File: config.mk
export PLATFORM = sky130hd
export DESIGN_NAME = rom_port_arbiter
export DESIGN_NICKNAME = d
export VERILOG_FILES = /design/src/rtl/cpu_pkg.sv /design/src/rtl/rr_pick2.sv /design/src/rtl/rom_port_arbiter.sv
export SDC_FILE = /design/constraint.sdc
export NUM_CORES = 1
export LEC_CHECK = 0
export CORE_MARGIN = 2
export CORE_UTILIZATION = 39
export CTS_CLUSTER_DIAMETER = 50
export DETAILED_ROUTE_END_ITERATION = 8
export HOLD_SLACK_MARGIN = 0.1
export PLACE_DENSITY = 0.78
export SYNTH_ARGS = -nofsm -noshare
export SYNTH_HDL_FRONTEND = slang
export SYNTH_SLANG_ARGS = --single-unit
File: constraint.sdc
create_clock -name clk -period 1.5 [get_ports clk]
set_input_delay 0.3 -clock clk [delete_from_list [all_inputs] [get_ports clk]]
set_output_delay 0.3 -clock clk [all_outputs]
set_load 0.1 [all_outputs]
File: src/rtl/cpu_pkg.sv
// Shared CPU definitions: ROM window defaults and requester source encoding.
package cpu_pkg;

    localparam logic [31:0] ROM_BASE = 32'h0040_0000;
    localparam int          ROM_AW   = 6;

    typedef enum logic {
        SRC_IF = 1'b0,
        SRC_DR = 1'b1
    } src_e;

endpackage

File: src/rtl/rr_pick2.sv
// Two-way round-robin picker; bit 0 wins a tie when bit 1 was granted last.
module rr_pick2 (
    input  logic [1:0] req,
    input  logic       last,
    output logic [1:0] gnt
);

    always_comb begin
        gnt = 2'b00;
        unique case (req)
            2'b01:   gnt = 2'b01;
            2'b10:   gnt = 2'b10;
            2'b11:   gnt = last ? 2'b01 : 2'b10;
            default: gnt = 2'b00;
        endcase
    end

endmodule

File: src/rtl/rom_port_arbiter.sv
// Shares the instruction ROM port between fetch and data reader.
// Two-stage registered path: grant/address, then response capture.
module rom_port_arbiter
    import cpu_pkg::*;
#(
    parameter logic [31:0] ROM_BASE    = cpu_pkg::ROM_BASE,
    parameter int          ROM_AW      = cpu_pkg::ROM_AW,
    parameter logic        CHECK_RANGE = 1'b1
) (
    input  logic        clk,
    input  logic        reset,
    input  logic        if_req,
    input  logic [31:0] if_addr,
    output logic        if_gnt,
    output logic        if_rvalid,
    input  logic        dr_req,
    input  logic [31:0] dr_addr,
    output logic        dr_gnt,
    output logic        dr_rvalid,
    output logic [31:0] rdata,
    output logic        rerr,
    output logic [31:0] rom_addr,
    input  logic [31:0] rom_data
);

    logic [1:0]  w_req;
    logic [1:0]  w_gnt;
    logic        w_any;
    logic [31:0] w_addr;
    logic        w_misalign;
    logic        w_oow;
    logic        w_err;

    logic        r_last_dr;
    logic        r_s1_valid;
    src_e        r_s1_src;
    logic        r_s1_err;
    logic [31:0] r_rom_addr;
    logic [31:0] r_rdata;
    logic        r_rerr;
    logic        r_if_rvalid;
    logic        r_dr_rvalid;

    // Requests are masked during reset so no grant escapes.
    assign w_req = {dr_req, if_req} & {2{reset}};

    rr_pick2 u_pick (
        .req  (w_req),
        .last (r_last_dr),
        .gnt  (w_gnt)
    );

    assign if_gnt = w_gnt[0];
    assign dr_gnt = w_gnt[1];
    assign w_any  = |w_gnt;
    assign w_addr = w_gnt[1] ? dr_addr : if_addr;

    assign w_misalign = |w_addr[1:0];
    assign w_oow      = CHECK_RANGE &&
        (w_addr[31:ROM_AW+2] != ROM_BASE[31:ROM_AW+2]);
    assign w_err      = w_misalign | w_oow;

    always_ff @(posedge clk or negedge reset) begin
        if (!reset) begin
            r_last_dr  <= 1'b1;
            r_s1_valid <= 1'b0;
            r_s1_src   <= SRC_IF;
            r_s1_err   <= 1'b0;
            r_rom_addr <= 32'h0;
        end else begin
            r_s1_valid <= w_any;
            if (w_any) begin
                r_rom_addr <= w_addr;
                r_s1_src   <= w_gnt[1] ? SRC_DR : SRC_IF;
                r_s1_err   <= w_err;
                r_last_dr  <= w_gnt[1];
            end
        end
    end

    always_ff @(posedge clk or negedge reset) begin
        if (!reset) begin
            r_rdata     <= 32'h0;
            r_rerr      <= 1'b0;
            r_if_rvalid <= 1'b0;
            r_dr_rvalid <= 1'b0;
        end else begin
            r_if_rvalid <= r_s1_valid && (r_s1_src == SRC_IF);
            r_dr_rvalid <= r_s1_valid && (r_s1_src == SRC_DR);
            if (r_s1_valid) begin
                r_rdata <= r_s1_err ? 32'h0 : rom_data;
                r_rerr  <= r_s1_err;
            end
        end
    end

    assign rom_addr  = r_rom_addr;
    assign rdata     = r_rdata;
    assign rerr      = r_rerr;
    assign if_rvalid = r_if_rvalid;
    assign dr_rvalid = r_dr_rvalid;

endmodule
==> results.txt, run 1 <==
Largest cells by area after synthesis -> dfrtp_1 (55%), nand2_1 (7.1%), nand3b_1 (6.9%)
Post-Syn Area -> 3160 um^2
Final Instance Count excl. Fillers -> 646
Final instance area -> 6060 um^2
R2R depth -> 6
CP Data Arrival Time -> 1.36 ns
Pre-CTS worst setup slack -> -0.319 ns
Relative slew slack -> 0.649
Peak supply drop -> 0.806 mV
Total power -> 0.00750 W
Critical path type -> reg2out
Pwr/cell area -> 1240 nW/um^2
Total length of routed wires -> 10.3 mm
H-tree depth -> 3
Half-perimeter wire length after placement -> 8.26 mm
Maximum clock frequency -> 602 MHz
Port bufs -> 168
Slew Viols, Final -> 0
WP data required -> 1.20 ns
Vias per std cell -> 5.02
Clock power share -> 0.188
Avg Inst Size Synth -> 9.07 um^2
Global Route Usage Sum -> 0.244
Worst reg2reg path startpoint -> r_last_dr
Largest net degree at the start of global routing -> 43
Die span in x -> 94.0 um
Crit end category -> output pin
CP Launch Type -> flip-flop
Period utilization -> 1.11
Post-synthesis cell count -> 348
Vias -> 3246
Slowest stage cell on the critical path -> dfstp_2
DP Cell Count -> 626
Total CTS buffers -> 9
Drt drc -> 0
ANT nets after route -> 0
Worst path bufs/invs -> 2
Reg2reg setup slack -> 0.07 ns
Setup TNS -> -0.292 ns
Crit-path cells -> nand2b_4 -> nand3_4 -> clkinvlp_4 -> buf_12
Combinational power share -> 0.486
Worst stage delay on the critical path -> 0.55 ns
DIE HEIGHT -> 94.0 um
Area after detailed placement -> 5810 um^2
Register area share after synthesis -> 0.563
Measured slew at the worst slew-check pin -> 0.526 ns
CP startpoint -> r_last_dr
Post-Synthesis Net Count -> 448
Sw power -> 0.00331 W
Number of global-route vias before repair -> 3352
Gpl congestion -> 0.833
Status -> finished with violations
Top-area cell type share of the netlist area -> 0.555
R2r endpoint -> rom_addr[26]
Leak -> 2.59 nW
Core box area -> 7770 um^2
First-pass GRT wire length -> 16.5 mm
Ant. Diodes -> 0
Crit path max fanout -> 3
Clk Tree Root Cell -> clkbuf_8
Initial antenna violation count -> 0
Failing checks -> negative setup slack
Reg power frac -> 0.326
Area of the die -> 8830 um^2
Routed length per instance -> 16.0 um
I/O pin count -> 169
Final hold vios -> 0
Distinct cells, synth -> 31
Starting Density -> 0.406
Switching Fraction -> 0.441
Gr ovfl total -> 0
Clock Sinks -> 71
Fin nets -> 639
CTS clk-pin slew, worst paths -> 0.09 ns
Drt pass-1 iters -> 7
Setup ws final -> -0.160 ns
Worst skew pair latency -> 0.34 ns
Max clock buf depth -> 2
Min Tclk post-route -> 1.66 ns
Share of layout cells above drive strength 1 -> 0.241
Setup Viol. Count Final -> 2
Hold Path Class -> in2async
# rows -> 32
Max-cap violations -> 0
Area growth from synthesis to layout -> 92.1%
Pint -> 0.00419 W
CP delay by family, top -> flip-flops
Synthesis-stage register bit count -> 71
Synth area leader -> dfrtp_1
Ys Warns -> 0
RSZ-0062 raised after global routing -> yes
1st-iter DRT viols -> 65
CTS tree -> yes
Final Skew -> 0.00831 ns
[state kept, by name, summed over array words and instances, names as in the netlist]
| signal | count |
|---|---|
| rdata | 32 |
| rom_addr | 32 |
| dr_rvalid | 1 |
| if_rvalid | 1 |
| r_last_dr | 1 |
| r_s1_err | 1 |
| r_s1_src | 1 |
| r_s1_valid | 1 |
| rerr | 1 |
[cells in the mapped netlist (all sizes together)]
cell type and number:
a31oi 27, nor2 40, dfstp 1, nand4 2, clkbuf 9, a21oi 1
nor4 10, o21ai 33, mux2 1, and2 1, nand3b 29, nor4b 2
buf 12, nand2 61, o31ai 1, inv 35, nand2b 1, dfrtp 70
nor2b 2, or4 2, o22ai 6, nand3 2
[repair_timing]
| action | CTS | global route |
|---|---|---|
| hold endpoints to repair | 28 | 0 |
| pin swaps | 1 | 0 |
| hold buffers | 1 | 0 |
| resized for setup | 4 | 3 |
| cloned | 0 | 0 |
| setup buffers | 3 | 0 |
| setup endpoints to repair | 2 | 11 |
[cell usage in the layout (no fill, tap or decap), types with 2 or more instances in the layout]
cell type         n
clkdlybuf4s50_1  97
buf_12           71
dfrtp_1          69
nand2_1          60
nor2_1           40
inv_1            32
o21ai_0          32
buf_4            30
nand3b_1         29
a31oi_1          27
clkbuf_8         10
nor4_1            8
o22ai_1           6
clkinvlp_4        4
nand3_4           2
nor2b_1           2
nor4b_1           2
nand4_1           2
nor4_2            2
[power groups by stage]
stage	Clock, W	Combinational, W	Sequential (W)
2_1_floorplan	0	0.000413	0.00402
3_3_place_gp	0	0.00359	0.00247
3_5_place_dp	0	0.00363	0.00249
4_1_cts	0.00144	0.00366	0.00245
5_1_grt	0.00154	0.00377	0.00248
6_report	0.00141	0.00364	0.00245
[through the flow]
step,util,hold slack (ns)
finish,0.781,0.0981
floorplan,-,0.00441
global route,0.781,0.113
global placement,0.749,0.145
detailed placement,0.749,0.147
CTS,0.779,0.122
[worst max-delay path by stage]
stage,end,slack (ns),cells after the start
after floorplan,if_gnt,0.04,3
after global placement,r_s1_err,-0.29,4
after detailed placement,r_s1_err,-0.32,4
after CTS,if_gnt,-0.16,4
after global routing,if_gnt,-0.20,4
final,if_gnt,-0.16,4
[cell type report]
class	count	area, um^2
sequential	71	1780
inverter	35	138
clock buffer	10	138
tap	102	128
fill	512	1700
multi-input combinational	221	1190
clock inverter	6	45.0
timing repair buffer	201	2650
[logic make-up (layout without fill, tap and decap cells)]
logic type,count (synthesis),after routing,synth area share
flops,71,71,0.563
compound gates,68,68,0.122
simple gates,152,152,0.240
mux,1,1,0.00357
buf+inv,56,252,0.0717
[layer usage]
layer | GRT usage | vias to the layer above | wire length [um]
met5 | 0 | - | 0
met4 | 0.0737 | 0 | 125
met3 | 0.0722 | 10 | 925
met2 | 0.436 | 140 | 5410
met1 | 0.280 | 1547 | 3850
li1 | - | 1549 | -
[worst register-to-register path: stages (launching register included)]
cell,delay [ns]
dfstp_2,0.55
nand2_1,0.10
nand3_4,0.12
buf_4,0.16
buf_6,0.16
nand2_1,0.07
a31oi_1,0.19
Power figures use the tool's default switching activity.
==> inputs of run 2 (changes only) <==
Settings changed: SETUP_SLACK_MARGIN set to 0.02.
==> results.txt, run 2 (same netlist as run 1, synthesis figures left out) <==
Status -> finished with violations
Failing checks -> negative setup slack
CP startpoint -> r_last_dr
Starting Density -> 0.406
Filler instances -> 513
Total CTS buffers -> 9
Core box area -> 7770 um^2
Measured slew at the worst slew-check pin -> 0.526 ns
Area after detailed placement -> 5810 um^2
R2r endpoint -> rom_addr[26]
Clock power share -> 0.188
CP Data Arrival Time -> 1.36 ns
Clock Sinks -> 71
Worst skew pair latency -> 0.34 ns
Number of global-route vias before repair -> 3352
RSZ-0062 raised after global routing -> yes
DIE HEIGHT -> 94.0 um
H-tree depth -> 3
Slew Viols, Final -> 0
Routed length per instance -> 16.1 um
Gpl congestion -> 0.833
Die span in x -> 94.0 um
Final hold vios -> 0
Initial antenna violation count -> 0
Final instance area -> 6070 um^2
Sequential cell area -> 1780 um^2
Crit end category -> output pin
Maximum clock frequency -> 602 MHz
Drt drc -> 0
CP Launch Type -> flip-flop
CTS clk-pin slew, worst paths -> 0.09 ns
Setup TNS -> -0.292 ns
I/O pin count -> 169
Total length of routed wires -> 10.4 mm
ANT nets after route -> 0
Ant. Diodes -> 0
Worst reg2reg path startpoint -> r_last_dr
Peak supply drop -> 0.804 mV
Final Skew -> 0.00796 ns
Vias per std cell -> 5.03
Area of the die -> 8830 um^2
Reg2reg setup slack -> 0.08 ns
Clk Tree Root Cell -> clkbuf_8
Min Tclk post-route -> 1.66 ns
Area growth from synthesis to layout -> 92.3%
Vias -> 3248
Hold_ws -> 0.0978 ns
Hold Path Class -> in2async
Half-perimeter wire length after placement -> 8.26 mm
Setup Viol. Count Final -> 2
Share of layout cells above drive strength 1 -> 0.243
Pint -> 0.00419 W
Area of the multi-input gates -> 1190 um^2
Setup ws final -> -0.160 ns
Most common cell after layout, fill and taps aside -> clkdlybuf4s50_1
Period utilization -> 1.11
Relative slew slack -> 0.650
Sw power -> 0.00331 W
Fin nets -> 639
R2R depth -> 6
Combinational power share -> 0.486
Gr ovfl total -> 0
Global Route Usage Sum -> 0.244
Crit path max fanout -> 3
WP data required -> 1.20 ns
# rows -> 32
Max-cap violations -> 0
Drt pass-1 iters -> 5
Final core utilization -> 0.782
Reg power frac -> 0.326
Critical path type -> reg2out
Largest net degree at the start of global routing -> 43
1st-iter DRT viols -> 91
CTS tree -> yes
Pre-CTS worst setup slack -> -0.319 ns
Pwr/cell area -> 1240 nW/um^2
Port bufs -> 168
Switching Fraction -> 0.441
Most frequent cells in the layout -> clkdlybuf4s50_1 (97), buf_12 (71), dfrtp_1 (69), nand2_1 (60), nor2_1 (40)
Max clock buf depth -> 2
First-pass GRT wire length -> 16.5 mm
Leak -> 2.60 nW
-- run 2: cell counts in the layout (fill, tap and decap cells not counted) --
Identical to the previous run, type by type.
-- run 2: metal layers --
metal  share of wire  up-vias  wire (um)  track usage
met3           0.087       10        903       0.0722
met1            0.38     1563       3910        0.280
met2            0.52      127       5450        0.436
met5               0        -          0            0
li1                -     1548          -            -
met4           0.012        0        125       0.0737
-- run 2: worst max path at each step --
stage	slack [ns]	end
2_1_floorplan	0.04	if_gnt
3_3_place_gp	-0.29	r_s1_err
3_5_place_dp	-0.32	r_s1_err
4_1_cts	-0.16	if_gnt
5_1_grt	-0.20	if_gnt
6_report	-0.16	if_gnt
-- run 2: repair_timing --
item / 4_1_cts / 5_1_grt
resized for setup: 4 / 5
pin swaps: 1 / 0
setup buffers: 3 / 0
setup endpoints to repair: 2 / 14
hold endpoints to repair: 28 / 0
hold buffers: 1 / 0
-- run 2: stage by stage --
stage	instances	total power, W
floorplan	348	0.00443
detailed placement	626	0.00612
global placement	626	0.00605
CTS	646	0.00755
finish	646	0.00751
global route	646	0.00780
-- run 2: area by class of cell --
class | count | share of cell area
clock buffer | 10 | 0.0227
clock inverter | 6 | 0.00742
inverter | 35 | 0.0227
multi-input combinational | 221 | 0.196
sequential | 71 | 0.293
tap | 102 | 0.0210
timing repair buffer | 201 | 0.437
-- run 2: power by group through the flow --
stage                     clock network [W]  registers [W]  logic, W
after floorplan                           0        0.00402  0.000413
after global placement                    0        0.00247   0.00359
after detailed placement                  0        0.00249   0.00363
after CTS                           0.00144        0.00245   0.00366
after global routing                0.00154        0.00248   0.00378
final                               0.00141        0.00245   0.00365
-- run 2: critical path: stages (launching register included) --
cell	delay, ns
dfstp_2	0.55
nand2b_4	0.13
nand3_4	0.08
clkinvlp_4	0.09
buf_12	0.16
